==> src/rtl/race_pkg.sv <==
// Shared constants for the Race Gear scene generator: colours, screen geometry, state encoding.
// Latency: none; holds constants and pure box-test helpers only.
// Backpressure: none.
package race_pkg;

    localparam logic [2:0] C_BLACK  = 3'b000;
    localparam logic [2:0] C_RED    = 3'b001;
    localparam logic [2:0] C_GREEN  = 3'b010;
    localparam logic [2:0] C_YELLOW = 3'b011;
    localparam logic [2:0] C_BLUE   = 3'b100;
    localparam logic [2:0] C_WHITE  = 3'b111;

    localparam int H_VIS     = 640;
    localparam int V_VIS     = 480;
    localparam int LANE_W    = 80;
    localparam int MAX_SPEED = 6;
    localparam int DASH_L    = 316;
    localparam int DASH_R    = 324;

    typedef enum logic [1:0] {
        IDLE  = 2'd0,
        PLAY  = 2'd1,
        CRASH = 2'd2
    } state_t;

    // Half-open box [x, x+w) x [y, y+ht); 11-bit so x+w never wraps.
    function automatic logic in_box(input logic [10:0] h, input logic [10:0] v,
                                    input logic [10:0] x, input logic [10:0] y,
                                    input logic [10:0] w, input logic [10:0] ht);
        return (h >= x) && (h < x + w) && (v >= y) && (v < y + ht);
    endfunction

    function automatic logic boxes_overlap(input logic [10:0] ax, input logic [10:0] ay,
                                           input logic [10:0] bx, input logic [10:0] by,
                                           input logic [10:0] w,  input logic [10:0] ht);
        return (ax < bx + w) && (bx < ax + w) && (ay < by + ht) && (by < ay + ht);
    endfunction

endpackage

==> src/rtl/lfsr8.sv <==
// 8-bit Fibonacci LFSR, taps 8,6,5,4, free-running every clock.
// Latency: new value each clock.
// Backpressure: none; never stalls.
module lfsr8 #(
    parameter logic [7:0] SEED = 8'hA5
) (
    input  logic       clk,
    input  logic       rst_n,
    output logic [7:0] q
);

    always_ff @(posedge clk or negedge rst_n) begin
        if (!rst_n) begin
            q <= SEED;
        end else begin
            q <= {q[6:0], q[7] ^ q[5] ^ q[4] ^ q[3]};
        end
    end

endmodule

==> src/rtl/race_scene_gen.sv <==
// Race Gear pixel source: frame-level game state plus per-pixel colour for the VGA stage.
// Latency: rgb_out is combinational from hcount/vcount; game state updates once per frame tick.
// Backpressure: none; the timing stage scans continuously.
module race_scene_gen
    import race_pkg::*;
#(
    parameter int         ROAD_LEFT    = 160,
    parameter int         ROAD_RIGHT   = 480,
    parameter int         CAR_W        = 32,
    parameter int         CAR_H        = 48,
    parameter int         PLAYER_Y     = 400,
    parameter int         PLAYER_STEP  = 4,
    parameter int         CRASH_FRAMES = 120,
    parameter logic [7:0] LFSR_SEED    = 8'hA5
) (
    input  logic       clk,
    input  logic       rst_n,
    input  logic [9:0] hcount,
    input  logic [9:0] vcount,
    input  logic       btn_left,
    input  logic       btn_right,
    input  logic       btn_start,
    output logic [2:0] rgb_out,
    output logic       crash,
    output logic [7:0] score
);

    localparam logic [9:0] PLAYER_HOME = 10'd304;
    localparam logic [9:0] X_MIN       = 10'(ROAD_LEFT);
    localparam logic [9:0] X_MAX       = 10'(ROAD_RIGHT - CAR_W);
    localparam logic [9:0] LANE0_X     = 10'(ROAD_LEFT + 24);

    state_t     state, state_nxt;
    logic [9:0] player_x, px_nxt, px_mv;
    logic [9:0] enemy_x, ex_nxt, enemy_y, ey_nxt, ey_adv, lane_x;
    logic [9:0] scroll, scroll_nxt;
    logic [2:0] speed, speed_nxt;
    logic [7:0] score_nxt, score_sat;
    logic [6:0] frame_cnt, fcnt_nxt;
    logic [7:0] lfsr;
    logic [5:0] lfsr_unused;
    logic       frame_tick, respawn, hit;

    lfsr8 #(.SEED(LFSR_SEED)) u_lfsr (
        .clk   (clk),
        .rst_n (rst_n),
        .q     (lfsr)
    );

    assign lfsr_unused = lfsr[7:2];
    assign frame_tick  = (hcount == 10'd0) && (vcount == 10'(V_VIS));
    assign crash       = (state == CRASH);

    always_comb begin
        state_nxt  = state;
        px_nxt     = player_x;
        ex_nxt     = enemy_x;
        ey_nxt     = enemy_y;
        scroll_nxt = scroll;
        speed_nxt  = speed;
        score_nxt  = score;
        fcnt_nxt   = frame_cnt;

        px_mv = player_x;
        if (btn_left && !btn_right) begin
            px_mv = (player_x <= X_MIN + 10'(PLAYER_STEP)) ? X_MIN : player_x - 10'(PLAYER_STEP);
        end else if (btn_right && !btn_left) begin
            px_mv = (player_x >= X_MAX - 10'(PLAYER_STEP)) ? X_MAX : player_x + 10'(PLAYER_STEP);
        end

        lane_x    = LANE0_X + 10'(lfsr[1:0]) * 10'(LANE_W);
        ey_adv    = enemy_y + 10'(speed);
        respawn   = (ey_adv >= 10'(V_VIS));
        score_sat = (score == 8'hFF) ? score : score + 8'd1;
        hit = boxes_overlap({1'b0, px_mv}, 11'(PLAYER_Y), {1'b0, enemy_x}, {1'b0, ey_adv},
                            11'(CAR_W), 11'(CAR_H));

        case (state)
            IDLE: begin
                if (frame_tick && btn_start) begin
                    state_nxt = PLAY;
                    score_nxt = 8'd0;
                    speed_nxt = 3'd2;
                    ey_nxt    = 10'd0;
                    ex_nxt    = lane_x;
                end
            end
            PLAY: begin
                if (frame_tick) begin
                    px_nxt     = px_mv;
                    scroll_nxt = scroll + 10'(speed);
                    if (respawn) begin
                        // A respawning enemy is off-screen, so it cannot collide this frame.
                        ey_nxt    = 10'd0;
                        ex_nxt    = lane_x;
                        score_nxt = score_sat;
                        if (score != 8'hFF && score_sat[2:0] == 3'd0 && speed < 3'(MAX_SPEED)) begin
                            speed_nxt = speed + 3'd1;
                        end
                    end else begin
                        ey_nxt = ey_adv;
                        if (hit) begin
                            state_nxt = CRASH;
                            fcnt_nxt  = 7'd0;
                        end
                    end
                end
            end
            CRASH: begin
                if (frame_tick) begin
                    if (frame_cnt == 7'(CRASH_FRAMES - 1)) begin
                        state_nxt  = IDLE;
                        px_nxt     = PLAYER_HOME;
                        scroll_nxt = 10'd0;
                        fcnt_nxt   = 7'd0;
                    end else begin
                        fcnt_nxt = frame_cnt + 7'd1;
                    end
                end
            end
            default: state_nxt = IDLE;
        endcase
    end

    always_ff @(posedge clk or negedge rst_n) begin
        if (!rst_n) begin
            state     <= IDLE;
            player_x  <= PLAYER_HOME;
            enemy_x   <= LANE0_X;
            enemy_y   <= 10'd0;
            speed     <= 3'd2;
            scroll    <= 10'd0;
            score     <= 8'd0;
            frame_cnt <= 7'd0;
        end else begin
            state     <= state_nxt;
            player_x  <= px_nxt;
            enemy_x   <= ex_nxt;
            enemy_y   <= ey_nxt;
            speed     <= speed_nxt;
            scroll    <= scroll_nxt;
            score     <= score_nxt;
            frame_cnt <= fcnt_nxt;
        end
    end

    logic [9:0] lane_row;
    logic       in_player, in_enemy, in_dash, in_road, visible;

    assign lane_row  = vcount - scroll;
    assign visible   = (hcount < 10'(H_VIS)) && (vcount < 10'(V_VIS));
    assign in_player = in_box({1'b0, hcount}, {1'b0, vcount}, {1'b0, player_x}, 11'(PLAYER_Y),
                              11'(CAR_W), 11'(CAR_H));
    assign in_enemy  = in_box({1'b0, hcount}, {1'b0, vcount}, {1'b0, enemy_x}, {1'b0, enemy_y},
                              11'(CAR_W), 11'(CAR_H));
    assign in_dash   = (hcount >= 10'(DASH_L)) && (hcount < 10'(DASH_R)) && !lane_row[5];
    assign in_road   = (hcount >= 10'(ROAD_LEFT)) && (hcount < 10'(ROAD_RIGHT));

    always_comb begin
        rgb_out = C_GREEN;
        if (!visible) begin
            rgb_out = C_BLACK;
        end else if (in_player) begin
            rgb_out = (state == CRASH && frame_cnt[3]) ? C_YELLOW : C_RED;
        end else if (in_enemy && state == PLAY) begin
            rgb_out = C_BLUE;
        end else if (in_dash) begin
            rgb_out = C_WHITE;
        end else if (in_road) begin
            rgb_out = C_BLACK;
        end
    end

endmodule

==> config.mk <==
export PLATFORM = sky130hd
export DESIGN_NAME = race_scene_gen
export DESIGN_NICKNAME = d
export VERILOG_FILES = /design/src/rtl/race_pkg.sv /design/src/rtl/lfsr8.sv /design/src/rtl/race_scene_gen.sv
export SDC_FILE = /design/constraint.sdc
export NUM_CORES = 1
export LEC_CHECK = 0
export ABC_CLOCK_PERIOD_IN_PS = 3800
export BUFFER_PORTS_ARGS = -buffer_cell sky130_fd_sc_hd__buf_2
export CAP_MARGIN = 20
export CORE_ASPECT_RATIO = 1.25
export CORE_MARGIN = 4
export CORE_UTILIZATION = 29
export CTS_CLUSTER_SIZE = 8
export DETAILED_ROUTE_END_ITERATION = 7
export PLACE_DENSITY = 0.43
export SYNTH_ARGS = -nofsm -noshare
export SYNTH_HDL_FRONTEND = slang
export SYNTH_HIERARCHICAL = 1
export SYNTH_SLANG_ARGS = --single-unit
==> constraint.sdc <==
create_clock -name clk -period 3.8 [get_ports clk]
set_clock_uncertainty 0.2 [all_clocks]
set_input_delay 0.76 -clock clk [delete_from_list [all_inputs] [get_ports clk]]
set_output_delay 0.76 -clock clk [all_outputs]
set_load 0.01 [all_outputs]
==> flow_results.xml, run 1 <==
<?xml version="1.0" encoding="UTF-8"?>
<metrics>
  <group name="power">
    <metric name="pwr_density_cell" unit="nW/um^2">240.9</metric>
    <metric name="static_leak" unit="uW">0.003077</metric>
    <metric name="irDropWorstVdd" unit="uV">200.9</metric>
  </group>
  <group name="global_route">
    <metric name="antenna_found_initial" unit="">0</metric>
    <metric name="global_route.usage.total" unit="">0.1659</metric>
    <metric name="grt_start_max_net_pins" unit="">43</metric>
    <metric name="number_of_global_route_vias_before_repair" unit="">5283</metric>
    <metric name="first_pass_grt_wire_length" unit="um">27760</metric>
    <metric name="global_route_congestion_overflow_total" unit="">0</metric>
  </group>
  <group name="placement">
    <metric name="gpl.final_weighted_congestion" unit="">0.8681</metric>
    <metric name="dpl_worst_slack" unit="ns">-0.2056</metric>
    <metric name="dpl.hpwl" unit="um">13600</metric>
    <metric name="placement.io_buffers" unit="">36</metric>
    <metric name="placedCellCount" unit="">957</metric>
  </group>
  <group name="floorplan">
    <metric name="row_count" unit="">55</metric>
    <metric name="core_region_area" unit="um^2">18310</metric>
    <metric name="chipHeight" unit="um">161.5</metric>
    <metric name="top_ports" unit="">37</metric>
    <metric name="die_width" unit="um">130.8</metric>
    <metric name="design.die.area" unit="um^2">21110</metric>
    <metric name="start_util" unit="">0.2985</metric>
  </group>
  <group name="critical_path">
    <metric name="critical_path_peak_fanout" unit="">6</metric>
    <metric name="criticalPathCategory" unit="">reg2reg</metric>
    <metric name="start_kind" unit="">flop</metric>
    <metric name="cp_cell_sequence" unit="">ha_1, or4b_4, a31oi_4, a311oi_2, a31o_1, buf_4, or3_4, xnor2_2, ha_1, and3_1, o2111ai_2, a22oi_2, or4_1, nand2_1</metric>
    <metric name="cp.buffers_inverters" unit="">1</metric>
    <metric name="crit_top_cell" unit="">sky130_fd_sc_hd__ha_1</metric>
    <metric name="setup.worst_path.end_class" unit="">flop</metric>
    <metric name="critical_path.max_stage_delay" unit="ns">0.54</metric>
    <metric name="critPathTopFamily" unit="">simple AND/OR/NAND/NOR gates</metric>
    <metric name="worst_ep_arrival_time" unit="ns">3.88</metric>
    <metric name="worst_path_max_delay_cell" unit="">sky130_fd_sc_hd__or4_1</metric>
    <metric name="worstPathRequired" unit="ns">3.87</metric>
  </group>
  <group name="cts">
    <metric name="clock_latency" unit="ns">0.33</metric>
    <metric name="cts_inserted_buffers" unit="">9</metric>
    <metric name="cts_tree" unit="">done</metric>
    <metric name="max-clock-path-buffers" unit="">2</metric>
    <metric name="cts_root_buf" unit="">sky130_fd_sc_hd__clkbuf_16</metric>
    <metric name="cts_num_sinks" unit="">58</metric>
    <metric name="cts.clk_slew.worst_paths" unit="ns">0.06</metric>
    <metric name="h_tree_depth" unit="">3</metric>
    <metric name="cts_hold_repair.buffers" unit="">0</metric>
  </group>
  <group name="logic_synthesis">
    <metric name="synth.net_count" unit="">748</metric>
    <metric name="synth.distinct_cells" unit="">77</metric>
    <metric name="synth_cells" unit="">643</metric>
    <metric name="synth_edf_count" unit="">0</metric>
    <metric name="synthesis.yosys.warnings" unit="">6</metric>
    <metric name="seq_area_frac_synth" unit="">0.2679</metric>
    <metric name="synth.avg_cell_area" unit="um^2">8.498</metric>
    <metric name="ys_seq_elements" unit="">58</metric>
    <metric name="async_flop_share" unit="">1.000</metric>
    <metric name="synth-main-ff-cell" unit="">sky130_fd_sc_hd__dfrtp_1</metric>
    <metric name="post_synthesis_cell_area" unit="um^2">5464</metric>
  </group>
  <group name="outcome">
    <metric name="violated_checks" unit="">negative setup slack</metric>
    <metric name="status" unit="">finished, violations left</metric>
  </group>
  <group name="cells_and_area">
    <metric name="antenna_cells" unit="">0</metric>
    <metric name="finish.cell_count_without_fillers" unit="">984</metric>
    <metric name="multi_input_logic_area" unit="um^2">3999</metric>
    <metric name="register_area" unit="um^2">1469</metric>
    <metric name="n_fill_cell" unit="">1842</metric>
    <metric name="post_route_cells_drive_above_1_share" unit="">0.2725</metric>
    <metric name="syn2layout_area_growth" unit="%">29.20</metric>
    <metric name="fin_nets" unit="">856</metric>
  </group>
  <group name="timing">
    <metric name="finalSetupViolCount" unit="">1</metric>
    <metric name="slew_violations" unit="">0</metric>
    <metric name="max_slew_margin" unit="">0.4821</metric>
    <metric name="finalCriticalPeriod" unit="ns">3.813</metric>
    <metric name="max_clock_freq" unit="MHz">262.3</metric>
    <metric name="postLayoutSetupSlackWorst" unit="ns">-0.01292</metric>
    <metric name="worst_pin_slew" unit="ns">0.7573</metric>
    <metric name="post-route-period-util" unit="">1.003</metric>
    <metric name="finalHoldViolCount" unit="">0</metric>
    <metric name="rsz0062_at_grt" unit="">true</metric>
  </group>
  <group name="drt">
    <metric name="drt-pass1-iter-count" unit="">4</metric>
    <metric name="drt_iter0_markers" unit="">234</metric>
    <metric name="drc" unit="">0</metric>
    <metric name="post_drt_via_cell_ratio" unit="">5.298</metric>
    <metric name="antenna_left" unit="">0</metric>
    <metric name="routed_wirelength" unit="um">17290</metric>
    <metric name="wl_per_cell" unit="um">17.57</metric>
    <metric name="total_vias_in_the_final_route" unit="">5213</metric>
  </group>
  <group name="worst_hold_path">
    <metric name="holdCritPathClass" unit="">in2async</metric>
  </group>
  <group name="job">
    <metric name="drv.max_cap_violation_count" unit="">0</metric>
  </group>
</metrics>
[routing by layer]
| metal | global-route usage | wire [um] |
|---|---|---|
| met5 | 0 | 0 |
| met4 | 0.05005 | 408 |
| met3 | 0.02084 | 386 |
| met2 | 0.2928 | 8895 |
| met1 | 0.2082 | 7597 |
[state kept, by name, summed over array words and instances, names as in the netlist]
name	cells
enemy_x	4
enemy_y	10
frame_cnt	7
player_x	10
score	8
scroll	6
speed	3
state	2
u_lfsr/q	8
[report_power, final]
part | internal (uW) | switching [uW] | total [uW]
sequential | 618 | 0.00344 | 618
clock | 579 | 332 | 910
combinational | 74.3 | 98.0 | 172
[cell usage in the layout, fill, tap and decap left out, drive strengths merged, types with 4 or more instances in the layout]
cell type,synthesis,layout
nand4,10,10
nand3,20,20
o21a,11,11
dfrtp,48,48
nand2,58,58
a211oi,7,7
nor2b,12,12
or3,8,8
xor2,6,6
ha,78,78
o211ai,7,7
nor3,22,22
nand2b,12,12
nor2,32,32
nand3b,4,4
inv,45,46
dfstp,10,10
a22oi,4,4
a21o,10,10
o21ai,53,53
and3,18,18
buf,11,117
nor4,6,6
clkbuf,9,9
a31oi,6,6
o31ai,9,9
xnor2,25,25
a21oi,41,41
a22o,4,4
[cell type report]
cell class | instances | area share
sequential | 58 | 0.2081
clock buffer | 9 | 0.03190
inverter | 46 | 0.02464
clock inverter | 7 | 0.01436
multi-input combinational | 519 | 0.5665
tap | 228 | 0.04041
timing repair buffer | 117 | 0.1141
[kinds of logic after synthesis]
family / count (synthesis) / share of synthesized area
AO/OA/AOI/OAI: 184 / 0.2230
buffers and inverters: 66 / 0.05038
XOR/XNOR: 31 / 0.04969
flip-flops: 58 / 0.2679
AND/OR/NAND/NOR: 220 / 0.2155
adder cells (fa/ha/maj): 80 / 0.1859
multiplexers: 4 / 0.007557
[final timing paths]
path / cells past startpoint / end / startpoint / slack (ns)
setup / recovery: 14 / state[1]$_DFFE_PN0P_ / player_x[2]$_DFFE_PN0P_ / -0.01
hold / removal: 1 / score[3]$_DFFE_PN0P_ / rst_n / 0.15
setup reg to reg: 14 / state[1]$_DFFE_PN0P_ / player_x[2]$_DFFE_PN0P_ / -0.01
min in group clk: 0 / u_lfsr/q[7]$_DFF_PN1_ / u_lfsr/q[6]$_DFF_PN0_ / 0.16
max in group asynchronous: 2 / player_x[6]$_DFFE_PN0P_ / rst_n / 2.30
hold reg to reg: 0 / u_lfsr/q[7]$_DFF_PN1_ / u_lfsr/q[6]$_DFF_PN0_ / 0.16
[timing repair]
| action | in CTS | in global routing |
|---|---|---|
| pin swaps | 5 | 26 |
| resized for setup | 13 | 52 |
| buffers inserted | 5 | 6 |
| gates cloned | 0 | 0 |
| setup endpoints to repair | 14 | 29 |
[synthesized netlist by cell type, types with 3 or more instances]
library cell                 n  area share
sky130_fd_sc_hd__a31oi_1     6      0.0069
sky130_fd_sc_hd__mux2i_1     3      0.0055
sky130_fd_sc_hd__dfrtp_1    48        0.22
sky130_fd_sc_hd__xor2_1      6      0.0096
sky130_fd_sc_hd__o21bai_1    3      0.0041
sky130_fd_sc_hd__a211oi_1    7      0.0096
sky130_fd_sc_hd__nand3_1    19       0.017
sky130_fd_sc_hd__a22o_1      4      0.0064
sky130_fd_sc_hd__inv_1      45       0.031
sky130_fd_sc_hd__a22oi_1     3      0.0041
sky130_fd_sc_hd__o22ai_1     3      0.0034
sky130_fd_sc_hd__o211ai_1    7      0.0096
sky130_fd_sc_hd__buf_2       8      0.0073
sky130_fd_sc_hd__nand2b_1   11       0.013
sky130_fd_sc_hd__nor4_1      5      0.0057
sky130_fd_sc_hd__o21ai_0    48       0.044
sky130_fd_sc_hd__nor2_1     32       0.022
sky130_fd_sc_hd__o31ai_1     9       0.012
sky130_fd_sc_hd__nand3b_1    4      0.0055
sky130_fd_sc_hd__a21o_1     10       0.014
sky130_fd_sc_hd__nor2b_1    12       0.014
sky130_fd_sc_hd__o2111ai_1   3      0.0048
sky130_fd_sc_hd__a21oi_1    40       0.037
sky130_fd_sc_hd__nor3_1     21       0.019
sky130_fd_sc_hd__nand4_1    10       0.011
sky130_fd_sc_hd__xnor2_1    25       0.040
sky130_fd_sc_hd__or4_1       3      0.0041
sky130_fd_sc_hd__clkbuf_1    8      0.0055
sky130_fd_sc_hd__o21a_1     11       0.015
sky130_fd_sc_hd__and3_1     18       0.021
sky130_fd_sc_hd__o21ai_1     5      0.0046
sky130_fd_sc_hd__nand2_1    58       0.040
sky130_fd_sc_hd__dfstp_2    10       0.048
sky130_fd_sc_hd__or3_1       8      0.0092
sky130_fd_sc_hd__ha_1       78        0.18
[worst register-to-register path: stages, from the launching register on]
cell and delay [ns]:
sky130_fd_sc_hd__dfrtp_2 0.43, sky130_fd_sc_hd__ha_1 0.16, sky130_fd_sc_hd__or4b_4 0.50, sky130_fd_sc_hd__a31oi_4 0.16
sky130_fd_sc_hd__a311oi_2 0.08, sky130_fd_sc_hd__a31o_1 0.30, sky130_fd_sc_hd__buf_4 0.16, sky130_fd_sc_hd__or3_4 0.33
sky130_fd_sc_hd__xnor2_2 0.19, sky130_fd_sc_hd__ha_1 0.26, sky130_fd_sc_hd__and3_1 0.18, sky130_fd_sc_hd__o2111ai_2 0.06
sky130_fd_sc_hd__a22oi_2 0.13, sky130_fd_sc_hd__or4_1 0.54, sky130_fd_sc_hd__nand2_1 0.07
[through the flow]
step                        util  total power, uW  cell area, um^2  setup TNS, ns  hold slack [ns]
final                     0.3856             1701             7059       -0.01292           0.1530
after global routing      0.3856             1781             7059        -0.7271           0.1776
after CTS                 0.3705             1718             6782       -0.03555           0.1593
after detailed placement  0.3482            790.3             6374         -1.446           0.1367
after global placement    0.3482            787.2             6374        -0.7370           0.1343
after floorplan                -            708.4             5484              0           0.1330
Power figures use the tool's default switching activity.
==> run 2: changes to the inputs <==
- CTS_BUF_LIST: not set -> sky130_fd_sc_hd__clkbuf_2
==> run 2 against run 1 <==
The flow still finishes with violations (negative setup slack). Count of clock-buffer cells in the layout stayed put. Sequential power about the same. Worst hold slack gained 0.052 ns. Critical path depth rose by 1. Largest cell class unchanged. Fmax decreased by 0.20%. Via count grew 1.9%. Design area rose by 2.7%. Routed wire length is 1.6% higher. Sequential share of layout area fell by 0.53 points. Critical path type unchanged. Power fell by 23%. Die area is the same. Core utilization is 1.0 points higher.
==> flow_results.xml, run 2 (same netlist as run 1, synthesis figures left out) <==
<?xml version="1.0" encoding="UTF-8"?>
<metrics>
  <group name="timing">
    <metric name="max_slew_margin" unit="">0.4852</metric>
    <metric name="finalCriticalPeriod" unit="ns">3.821</metric>
    <metric name="rsz0062_at_grt" unit="">true</metric>
    <metric name="max_clock_freq" unit="MHz">261.7</metric>
    <metric name="postLayoutSetupSlackWorst" unit="ns">-0.02056</metric>
    <metric name="worst_pin_slew" unit="ns">0.7528</metric>
    <metric name="post-route-period-util" unit="">1.005</metric>
    <metric name="finalHoldViolCount" unit="">0</metric>
    <metric name="holdWs" unit="ns">0.2054</metric>
    <metric name="totalNegativeSetupSlack" unit="ns">-0.03910</metric>
    <metric name="finalSetupViolCount" unit="">2</metric>
    <metric name="slew_violations" unit="">0</metric>
  </group>
  <group name="cells_and_area">
    <metric name="layout_commonest_cell" unit="">sky130_fd_sc_hd__buf_4</metric>
    <metric name="syn2layout_area_growth" unit="%">32.70</metric>
    <metric name="most_used_cells_in_the_layout_excluding_fill_and_tap_cells" unit="">sky130_fd_sc_hd__buf_4, sky130_fd_sc_hd__ha_1, sky130_fd_sc_hd__nand2_1, sky130_fd_sc_hd__dfrtp_1, sky130_fd_sc_hd__inv_1</metric>
    <metric name="multi_input_logic_area" unit="um^2">4180</metric>
    <metric name="n_fill_cell" unit="">1852</metric>
    <metric name="register_area" unit="um^2">1470</metric>
    <metric name="final_area" unit="um^2">7251</metric>
    <metric name="reg_top3" unit="">enemy_y (10), player_x (10)</metric>
    <metric name="fin_nets" unit="">877</metric>
    <metric name="post_route_cells_drive_above_1_share" unit="">0.3269</metric>
  </group>
  <group name="power">
    <metric name="pwr_density_cell" unit="nW/um^2">180.1</metric>
    <metric name="fin_total_pwr" unit="uW">1306</metric>
    <metric name="irDropWorstVdd" unit="uV">125.6</metric>
    <metric name="static_leak" unit="uW">0.003143</metric>
  </group>
  <group name="critical_path">
    <metric name="start_kind" unit="">flop</metric>
    <metric name="criticalPathCategory" unit="">reg2reg</metric>
    <metric name="worst_ep_arrival_time" unit="ns">4.02</metric>
    <metric name="setup.worst_path.end_class" unit="">flop</metric>
    <metric name="worstPathRequired" unit="ns">4.00</metric>
    <metric name="critical_path_peak_fanout" unit="">3</metric>
  </group>
  <group name="drt">
    <metric name="routed_wirelength" unit="um">17560</metric>
    <metric name="wl_per_cell" unit="um">17.46</metric>
    <metric name="total_vias_in_the_final_route" unit="">5310</metric>
    <metric name="drc" unit="">0</metric>
    <metric name="antenna_left" unit="">0</metric>
    <metric name="drt-pass1-iter-count" unit="">4</metric>
    <metric name="post_drt_via_cell_ratio" unit="">5.278</metric>
    <metric name="drt_iter0_markers" unit="">209</metric>
  </group>
  <group name="floorplan">
    <metric name="top_ports" unit="">37</metric>
    <metric name="core_region_area" unit="um^2">18310</metric>
    <metric name="die_width" unit="um">130.8</metric>
    <metric name="chipHeight" unit="um">161.5</metric>
    <metric name="design.die.area" unit="um^2">21110</metric>
    <metric name="row_count" unit="">55</metric>
    <metric name="start_util" unit="">0.2985</metric>
  </group>
  <group name="global_route">
    <metric name="number_of_global_route_vias_before_repair" unit="">5375</metric>
    <metric name="grt_use_met1" unit="">0.2102</metric>
    <metric name="grt.met3_usage" unit="">0.01919</metric>
    <metric name="global_route_congestion_overflow_total" unit="">0</metric>
    <metric name="first_pass_grt_wire_length" unit="um">28060</metric>
    <metric name="grt_start_max_net_pins" unit="">43</metric>
    <metric name="top_usage_layer" unit="">met2</metric>
    <metric name="global_route.usage.total" unit="">0.1670</metric>
    <metric name="grt_util_met2" unit="">0.2963</metric>
    <metric name="antenna_found_initial" unit="">1</metric>
  </group>
  <group name="cts">
    <metric name="max-clock-path-buffers" unit="">2</metric>
    <metric name="cts_root_buf" unit="">sky130_fd_sc_hd__clkbuf_2</metric>
    <metric name="cts_tree" unit="">done</metric>
    <metric name="h_tree_depth" unit="">3</metric>
    <metric name="cts_num_sinks" unit="">58</metric>
    <metric name="cts.clk_slew.worst_paths" unit="ns">0.22</metric>
    <metric name="cts_inserted_buffers" unit="">9</metric>
    <metric name="clock_latency" unit="ns">0.49</metric>
  </group>
  <group name="placement">
    <metric name="postPlaceCellArea" unit="um^2">6374</metric>
    <metric name="dpl.hpwl" unit="um">13600</metric>
    <metric name="gpl.final_weighted_congestion" unit="">0.8681</metric>
    <metric name="placement.io_buffers" unit="">36</metric>
    <metric name="dpl_worst_slack" unit="ns">-0.2056</metric>
  </group>
  <group name="job">
    <metric name="drv.max_cap_violation_count" unit="">0</metric>
  </group>
  <group name="outcome">
    <metric name="status" unit="">finished, violations left</metric>
    <metric name="violated_checks" unit="">negative setup slack</metric>
  </group>
  <group name="worst_hold_path">
    <metric name="holdCritPathClass" unit="">reg2reg</metric>
  </group>
</metrics>
-- run 2: final cells by class --
cell class	instances	area share
Antenna cell	1	0.0003451
Clock buffer	9	0.006212
Clock inverter	7	0.01398
Inverter	46	0.02468
Multi-Input combinational cell	519	0.5765
Sequential cell	58	0.2028
Tap cell	228	0.03934
Timing Repair Buffer	138	0.1362
-- run 2: stage by stage --
| stage | cells | util |
|---|---|---|
| 6_report | 1006 | 0.3961 |
| 5_1_grt | 1006 | 0.3961 |
| 4_1_cts | 990 | 0.3793 |
| 3_5_place_dp | 957 | 0.3482 |
| 3_3_place_gp | 957 | 0.3482 |
| 2_1_floorplan | 643 | - |
-- run 2: worst paths after layout --
check / endpoint / cells after the start / slack, ns / startpoint
worst max-delay path: state[0]$_DFFE_PN0P_ / 15 / -0.02 / player_x[2]$_DFFE_PN0P_
worst min-delay path: u_lfsr/q[3]$_DFF_PN0_ / 0 / 0.21 / u_lfsr/q[2]$_DFF_PN1_
worst max register to register: state[0]$_DFFE_PN0P_ / 15 / -0.02 / player_x[2]$_DFFE_PN0P_
max in group asynchronous: player_x[9]$_DFFE_PN0P_ / 3 / 1.93 / rst_n
worst min register to register: u_lfsr/q[3]$_DFF_PN0_ / 0 / 0.21 / u_lfsr/q[2]$_DFF_PN1_
min in group asynchronous: score[3]$_DFFE_PN0P_ / 2 / 0.49 / rst_n
-- run 2: repair_timing --
action                                 CTS  global route
setup endpoints to repair               17            29
pin swaps                               41            25
hold buffers                             1             0
resized for setup                       68            39
endpoints found under the hold margin   15             0
buffers inserted                        17            15
-- run 2: power breakdown --
part | total [uW] | internal, uW | switching [uW]
registers | 619 | 619 | 0.00316
clock network | 506 | 222 | 284
logic | 180 | 78.9 | 101
-- run 2: worst max-delay path: stages (launching register included) --
cell and delay (ns):
sky130_fd_sc_hd__dfrtp_2 0.44, sky130_fd_sc_hd__buf_6 0.11, sky130_fd_sc_hd__ha_4 0.11, sky130_fd_sc_hd__or4b_4 0.49
sky130_fd_sc_hd__a31oi_4 0.16, sky130_fd_sc_hd__a311oi_2 0.08, sky130_fd_sc_hd__a211o_1 0.36, sky130_fd_sc_hd__or3_4 0.41
sky130_fd_sc_hd__xnor2_2 0.15, sky130_fd_sc_hd__ha_1 0.29, sky130_fd_sc_hd__and3_1 0.16, sky130_fd_sc_hd__o2111ai_2 0.10
sky130_fd_sc_hd__a22oi_2 0.31, sky130_fd_sc_hd__buf_4 0.17, sky130_fd_sc_hd__o31ai_1 0.07, sky130_fd_sc_hd__a21oi_1 0.12
-- run 2: routing by layer --
metal,vias up,routed length [um]
li1,2624,-
met5,-,0
met4,0,338
met2,75,9191
met1,2594,7734
met3,17,299
